## config.mk

```make
export PLATFORM = sky130hd
export DESIGN_NAME = serial_cmp_nbit
export DESIGN_NICKNAME = d
export VERILOG_FILES = /design/src/rtl/serial_cmp_pkg.sv /design/src/rtl/cmp_cell_1bit.sv /design/src/rtl/serial_cmp_nbit.sv
export SDC_FILE = /design/constraint.sdc
export NUM_CORES = 1
export LEC_CHECK = 0
export ABC_AREA = 0
export CELL_PAD_IN_SITES_DETAIL_PLACEMENT = 1
export CELL_PAD_IN_SITES_GLOBAL_PLACEMENT = 2
export CORE_MARGIN = 8
export CORE_UTILIZATION = 30
export CTS_CLUSTER_DIAMETER = 30
export DETAILED_ROUTE_END_ITERATION = 8
export MAX_ROUTING_LAYER = met4
export PLACE_DENSITY = 0.74
export SLEW_MARGIN = 20
export SYNTH_ARGS = -nofsm -noshare
export SYNTH_HDL_FRONTEND = slang
export SYNTH_SLANG_ARGS = --single-unit
```

## constraint.sdc

```tcl
create_clock -name clk -period 2 [get_ports clk]
set_input_delay 0.4 -clock clk [delete_from_list [all_inputs] [get_ports clk]]
set_output_delay 0.4 -clock clk [all_outputs]
set_load 0.01 [all_outputs]
```

## src/rtl/serial_cmp_pkg.sv

```systemverilog
// serial_cmp_pkg
//   Shared constants for the bit-serial comparator slice.
//   - ST_*  : FSM state encoding used by serial_cmp_nbit.
//   - RES_* : one-hot result encoding for consumers that pack {gt,eq,lt}.
//   - cnt_width() : bit counter width, max(1, clog2(w)).
package serial_cmp_pkg;

  localparam logic [1:0] ST_IDLE    = 2'd0;
  localparam logic [1:0] ST_COMPARE = 2'd1;
  localparam logic [1:0] ST_DONE    = 2'd2;

  localparam logic [2:0] RES_GT = 3'b100;
  localparam logic [2:0] RES_EQ = 3'b010;
  localparam logic [2:0] RES_LT = 3'b001;

  function automatic int cnt_width(input int w);
    return (w > 1) ? $clog2(w) : 1;
  endfunction

endpackage

```

## src/rtl/cmp_cell_1bit.sv

```systemverilog
// cmp_cell_1bit
//   Combinational 1-bit magnitude/equality cell.
//   Ports:
//     x, y : input bits to compare
//     e    : x == y
//     g    : x > y
//     l    : x < y
module cmp_cell_1bit (
  input  logic x,
  input  logic y,
  output logic e,
  output logic g,
  output logic l
);

  assign e = ~(x ^ y);
  assign g = x & ~y;
  assign l = ~x & y;

endmodule

```

## src/rtl/serial_cmp_nbit.sv

```systemverilog
// serial_cmp_nbit
//   Bit-serial WIDTH-bit unsigned comparator. Operands are latched on an
//   accepted start (IDLE only) and scanned MSB-first, one bit per clock.
//   The result flags eq/gt/lt are registered and become valid in the
//   cycle that done pulses; they are held until the next accepted start.
//   Ports:
//     clk   : clock, rising edge
//     rst   : synchronous reset, active-high
//     start : compare request, sampled in IDLE only
//     a, b  : WIDTH-bit operands, sampled on the accepted start
//     busy  : high in COMPARE and DONE
//     done  : one-cycle completion pulse
//     eq/gt/lt : result flags (unsigned)
//   Build option:
//     SERIAL_CMP_EARLY_EXIT_EN - when defined, COMPARE ends on the first
//     differing bit instead of always scanning all WIDTH bits.
module serial_cmp_nbit
  import serial_cmp_pkg::*;
#(
  parameter int WIDTH = 8
) (
  input  logic             clk,
  input  logic             rst,
  input  logic             start,
  input  logic [WIDTH-1:0] a,
  input  logic [WIDTH-1:0] b,
  output logic             busy,
  output logic             done,
  output logic             eq,
  output logic             gt,
  output logic             lt
);

  localparam int CW = cnt_width(WIDTH);

  logic [1:0]       state;
  logic [WIDTH-1:0] sa;
  logic [WIDTH-1:0] sb;
  logic [CW-1:0]    cnt;
  logic             decided;
  logic             gt_r;
  logic             lt_r;

  logic cell_e;
  logic cell_g;
  logic cell_l;

  logic hit;
  logic decided_nxt;
  logic gt_nxt;
  logic lt_nxt;
  logic last;
  logic finish;

  cmp_cell_1bit u_cell (
    .x (sa[WIDTH-1]),
    .y (sb[WIDTH-1]),
    .e (cell_e),
    .g (cell_g),
    .l (cell_l)
  );

  // Only the first differing bit (from the MSB) decides the ordering;
  // later bits must not overwrite it.
  always_comb begin
    hit         = ~decided & ~cell_e;
    decided_nxt = decided | hit;
    gt_nxt      = hit ? cell_g : gt_r;
    lt_nxt      = hit ? cell_l : lt_r;
    last        = (cnt == '0);
`ifdef SERIAL_CMP_EARLY_EXIT_EN
    finish      = last | hit;
`else
    finish      = last;
`endif
  end

  // The result flags are written on the last COMPARE edge, so they are
  // already valid during the DONE cycle when done pulses.
  always_ff @(posedge clk) begin
    if (rst) begin
      state   <= ST_IDLE;
      sa      <= '0;
      sb      <= '0;
      cnt     <= '0;
      decided <= 1'b0;
      gt_r    <= 1'b0;
      lt_r    <= 1'b0;
      eq      <= 1'b0;
      gt      <= 1'b0;
      lt      <= 1'b0;
    end else begin
      case (state)
        ST_IDLE: begin
          if (start) begin
            sa      <= a;
            sb      <= b;
            cnt     <= CW'(WIDTH - 1);
            decided <= 1'b0;
            gt_r    <= 1'b0;
            lt_r    <= 1'b0;
            eq      <= 1'b0;
            gt      <= 1'b0;
            lt      <= 1'b0;
            state   <= ST_COMPARE;
          end
        end
        ST_COMPARE: begin
          sa      <= sa << 1;
          sb      <= sb << 1;
          decided <= decided_nxt;
          gt_r    <= gt_nxt;
          lt_r    <= lt_nxt;
          // Counter stops at zero; it is reloaded on the next start.
          if (!last) begin
            cnt <= cnt - CW'(1);
          end
          if (finish) begin
            eq    <= ~decided_nxt;
            gt    <= gt_nxt;
            lt    <= lt_nxt;
            state <= ST_DONE;
          end
        end
        ST_DONE: begin
          state <= ST_IDLE;
        end
        default: begin
          state <= ST_IDLE;
        end
      endcase
    end
  end

  assign busy = (state != ST_IDLE);
  assign done = (state == ST_DONE);

endmodule

```

# Word level (Yosys, flattened, before mapping)
# Index checks and enable logic that the tools add are counted.
[totals]
word_cells = 55
inputBits = 19
register_bits = 27
[classes]
addsub = 1
bitwise_logic = 9
n_mux = 22
n_eq_ne = 5
reduce_logical = 8
[op_table]
columns = ["cell", "n"]
rows = [
  ["case mux 8 bit (2 select lines)", 2],
  ["two-way mux 8 bit", 2],
  ["case mux 1 bit (2 select lines)", 6],
  ["two-way mux 1 bit", 6],
  ["two-way mux 3 bit", 2],
  ["inequality test 2 bit, second input constant", 3],
  ["case mux 3 bit (2 select lines)", 1],
  ["AND reduction 3 bit", 2],
  ["two-way mux 2 bit", 2],
  ["inverter 1 bit", 4],
  ["case mux 2 bit (2 select lines)", 1],
  ["AND reduction 2 bit", 2],
  ["nonzero test 2 bit", 2],
  ["bitwise AND 1 bit", 3],
  ["zero test 3 bit", 1],
  ["subtractor 3 x 1 -> 3 bit, second input constant", 1],
  ["== test 2 x 1 -> 1 bit, second input constant", 1],
  ["== test 2 bit, second input constant", 1],
  ["zero test 2 bit", 1],
  ["OR 1 bit", 1],
  ["XOR 1 bit", 1],
]

# Longest topological paths before layout
[logic_depth]
word_depth = 6
mapped_depth = 6
mapped_depth_nobuf = 6

# By module
# Synthesis repeated with hierarchy kept, for this count alone.
[unflattened]
hier_cells = 151
area_unflattened_um2 = 1347.5
[modules_own_cells]
columns = ["module", "area_each_um2", "cells_each", "instances"]
rows = [
  ["serial_cmp_nbit", 1315.0, 147, 1],
  ["cmp_cell_1bit", 32.5, 4, 1],
]

# Least setup slack after synthesis
# OpenSTA, ideal clock, no wires.
[synth_timing]
path_type = "register to register"
startpoint = "reg cnt[0]"
endpoint = "reg cnt[0]"
arrival_time_ns = 1.347
stages_incl_launch_ff = 7
setup_slack_ns = 0.567
path_buffers = 0
cell_sequence = "dfxtp_1 inv_1 ha_1 ha_1 nand2b_1 a21o_1 a221oi_2"
[synth_via]
elab_chain_len = 3
elab_cells_between_ends = 6
[synth_lines]
columns = ["item", "line_no", "text"]
rows = [
  ["start, declared", "serial_cmp_nbit.sv:39", "logic [CW-1:0] cnt;"],
  ["start signal, assigned", "serial_cmp_nbit.sv:98", "cnt <= CW'(WIDTH - 1);"],
  ["start signal, assigned", "serial_cmp_nbit.sv:116", "cnt <= cnt - CW'(1);"],
  ["subtractor 3 x 1 -> 3 bit / zero test 3 bit (equally long branches)", "serial_cmp_nbit.sv:116, serial_cmp_nbit.sv:70", ""],
  ["two-way mux 3 bit / inequality test 2 bit (equally long branches)", "--", ""],
  ["case mux 3 bit (2 select lines) / AND reduction 3 bit (equally long branches)", "--", ""],
]
# Several ways; a longest one is shown, not always the timed one. The select of a mux whose other input is x is not followed.
# A chain may end at the register's enable or synchronous reset.

# Worst setup path after layout
[layout_timing]
startpoint = "reg state[0]"
endpoint = "out busy"
[layout_via]
elab_chain_len = 1
[layout_lines]
columns = ["item", "line_no", "text"]
rows = [
  ["start, declared", "serial_cmp_nbit.sv:36", "logic [1:0] state;"],
  ["start signal, assigned", "serial_cmp_nbit.sv:82", "state <= ST_IDLE;"],
  ["start signal, assigned", "serial_cmp_nbit.sv:105", "state <= ST_COMPARE;"],
  ["start signal, assigned", "serial_cmp_nbit.sv:122", "state <= ST_DONE;"],
  ["nonzero test 2 bit", "serial_cmp_nbit.sv:135", "assign busy = (state != ST_IDLE);"],
  ["end, declared", "serial_cmp_nbit.sv:27", "output logic busy,"],
]
# Every way passes these cells.

==> summary.md <==
| Metric | Value |
|---|---|
| P_leak | 0.629 nW |
| Hpwl dp | 2340 um |
| DRC | 0 |
| Post-cts sizing count | 0 |
| Status | finished clean |
| TNS Setup | 0 ns |
| Ports | 24 |
| Placed cells | 220 |
| TritonCTS Sinks | 27 |
| Warnings from Yosys | 0 |
| Min Tclk post-route | 1.78 ns |
| Commonest non-fill, non-tap cell in the layout | nand2_1 |
| Hold Crit Depth | 2 |
| Port Buf Inserts | 23 |
| Maximum VDD drop | 0.000295 V |
| First-pass GRT wire length | 5330 um |
| Unique masters post-synth | 27 |
| Gr usage total | 10.2% |
| Combinational power share | 25.6% |
| Final Hold Vio Count | 0 |
| Yosys reg bits | 27 |
| Die Y | 82.0 um |
| Root buffer cell | clkbuf_8 |
| Via count | 1,108 |
| Largest net degree at the start of global routing | 31 |
| Worst Hold Class | flip-flop to flip-flop |
| Final Non-Filler Cells | 224 |
| Fmax | 0.562 GHz |
| Core area | 0.00426 mm^2 |
| Register share of total power | 49.3% |
| TritonRoute pass-1 iters | 4 |
| Max transition margin | 64.5% |
| Crit-path max FO | 3 |
| Period utilization | 89.0% |
| Cell Int Power | 888 uW |
| Mapped Avg Cell Area | 8.70 um^2 |
| Post-CTS setup buffer count | 0 |
| Synthesized area | 0.00131 mm^2 |
| Cells after synthesis | 150 |
| Storage element area | 541 um^2 |
| WL/cell | 14.0 um |
| Count of hold-fix buffers inserted at cts | 0 |
| Finish-stage setup viols | 0 |
| Worst-margin pin slew | 0.530 ns |
| Area grow syn2layout | 24.9% |
| Max cap viols | 0 |
| Share of cells above drive strength 1 | 11.0% |
| Multi-input gate area | 649 um^2 |
| Reg2Reg Depth | 6 |
| Gpl congestion | 0.675 |
| CP Class | flip-flop to output port |
| First-iteration detailed-routing DRC count | 40 |
| Clk buf depth | 2 |
| Die ar. | 0.00672 mm^2 |
| Skew final | 0.00215 ns |
| Vias in the first global route | 1,201 |
| Sequential area share after synthesis | 41.4% |
| Syn_nets | 173 |
| CP endpoint kind | output port |
| CTS tree | yes |
| CTS H-tree depth | 1 |
| Diode count | 0 |
| Switching pwr | 370 uW |
| RSZ-0062 raised after global routing | false |
| Worst-skew pair later-pin latency | 0.27 ns |
| Leading cell types in the layout, fill and taps excluded | nand2_1, dfxtp_1, clkdlybuf4s50_1, nor2_1, a311oi_1 |
| Die W | 82.0 um |
| Nets | 196 |
| Total gr overflow | 0 |
| Crit path DAT | 1.38 ns |
| Starting Density | 30.6% |
| Cell Pwr Density | 772 mW/mm^2 |
| WP data required | 1.60 ns |
| FILL cells | 517 |
| Routed Antenna Nets | 0 |
| Initial antenna violation count | 0 |
| Routed wire length | 3140 um |
| CTS Buf Count | 3 |
| Vias/cell | 4.95 |
| Clock power frac | 25.1% |
| Switching portion of total power | 29.4% |
| Startpoint class of the critical path | flip-flop |
| Rows | 24 |
| Pins Over Slew Limit | 0 |
| CTS clk-pin slew, worst paths | 0.09 ns |
-- power by group through the flow --
stage	logic, mW	clock network (mW)	registers, mW
detailed placement	0.328	0	0.634
global route	0.361	0.349	0.629
finish	0.323	0.315	0.620
global placement	0.314	0	0.630
floorplan	0.232	0	0.626
CTS	0.330	0.325	0.621
-- metal layers --
metal  global-route usage [%]  up-vias  routed length [um]
li1                         -      566                   -
met5                        -        -                   0
met3                     1.97        4                 106
met4                     3.68        0                  40
met2                     17.8       14                1510
met1                     11.2      524                1480
-- path summary, 6_finish.rpt --
path,start,to,slack [ns]
max,state[0],busy,0.22
min,cnt[1],cnt[1],0.48
max reg2reg,cnt[0],cnt[1],0.45
min reg2reg,cnt[1],cnt[1],0.48
-- state kept, by name (all words and copies together), names as in the netlist --
register,cells
sa,8
sb,8
cnt,3
state,2
decided,1
eq,1
gt,1
gt_r,1
lt,1
lt_r,1
-- critical path: stages, from the launching register on --
cell             delay (ns)
dfxtp_1                0.34
or2_2                  0.29
clkdlybuf4s50_1        0.48
-- logic make-up after synthesis --
logic type | synth area share [%]
AO/OA/AOI/OAI | 21.3
adder cells (fa/ha/maj) | 3.84
buffers and inverters | 8.82
flip-flops | 41.4
multiplexers | 2.30
AND/OR/NAND/NOR | 22.3
-- stage by stage --
stage	cell area [um^2]	hold slack, ns	util (%)	power [mW]	setup slack (ns)
4_1_cts	1630	0.485	38.2	1.28	0.199
3_3_place_gp	1580	0.460	37.1	0.944	0.326
5_1_grt	1630	0.525	38.2	1.34	0.187
2_1_floorplan	1310	0.444	-	0.858	0.567
3_5_place_dp	1580	0.472	37.1	0.962	0.221
6_report	1630	0.480	38.2	1.26	0.219
-- area by class of cell --
type	instances	area share [%]
Multi-Input combinational cell	102	39.8
Sequential cell	27	33.2
Timing Repair Buffer	30	18.1
Tap cell	52	3.99
Clock buffer	3	2.53
Inverter	9	2.07
Clock inverter	1	0.307
-- cells in the mapped netlist --
cell,n,area [um^2]
nand2_1,31,116
dfxtp_1,27,541
nor2_1,18,67.6
a311oi_1,10,87.6
inv_1,9,33.8
nand2b_1,6,37.5
buf_4,5,37.5
a311oi_2,4,60.1
ha_1,4,50.1
o32ai_1,4,35.0
clkbuf_1,3,11.3
mux2i_1,3,30.0
nor2b_1,3,18.8
a211oi_1,2,15.0
a21oi_1,2,10.0
a22oi_1,2,15.0
buf_2,2,10.0
buf_6,2,22.5
nor4bb_1,2,20.0
o21ai_0,2,10.0
o22ai_1,2,12.5
or2_2,2,12.5
a21o_1,1,7.51
a221oi_2,1,15.0
nand3b_1,1,7.51
nand4bb_1,1,11.3
o21ba_2,1,10.0
Power figures use the tool's default switching activity.
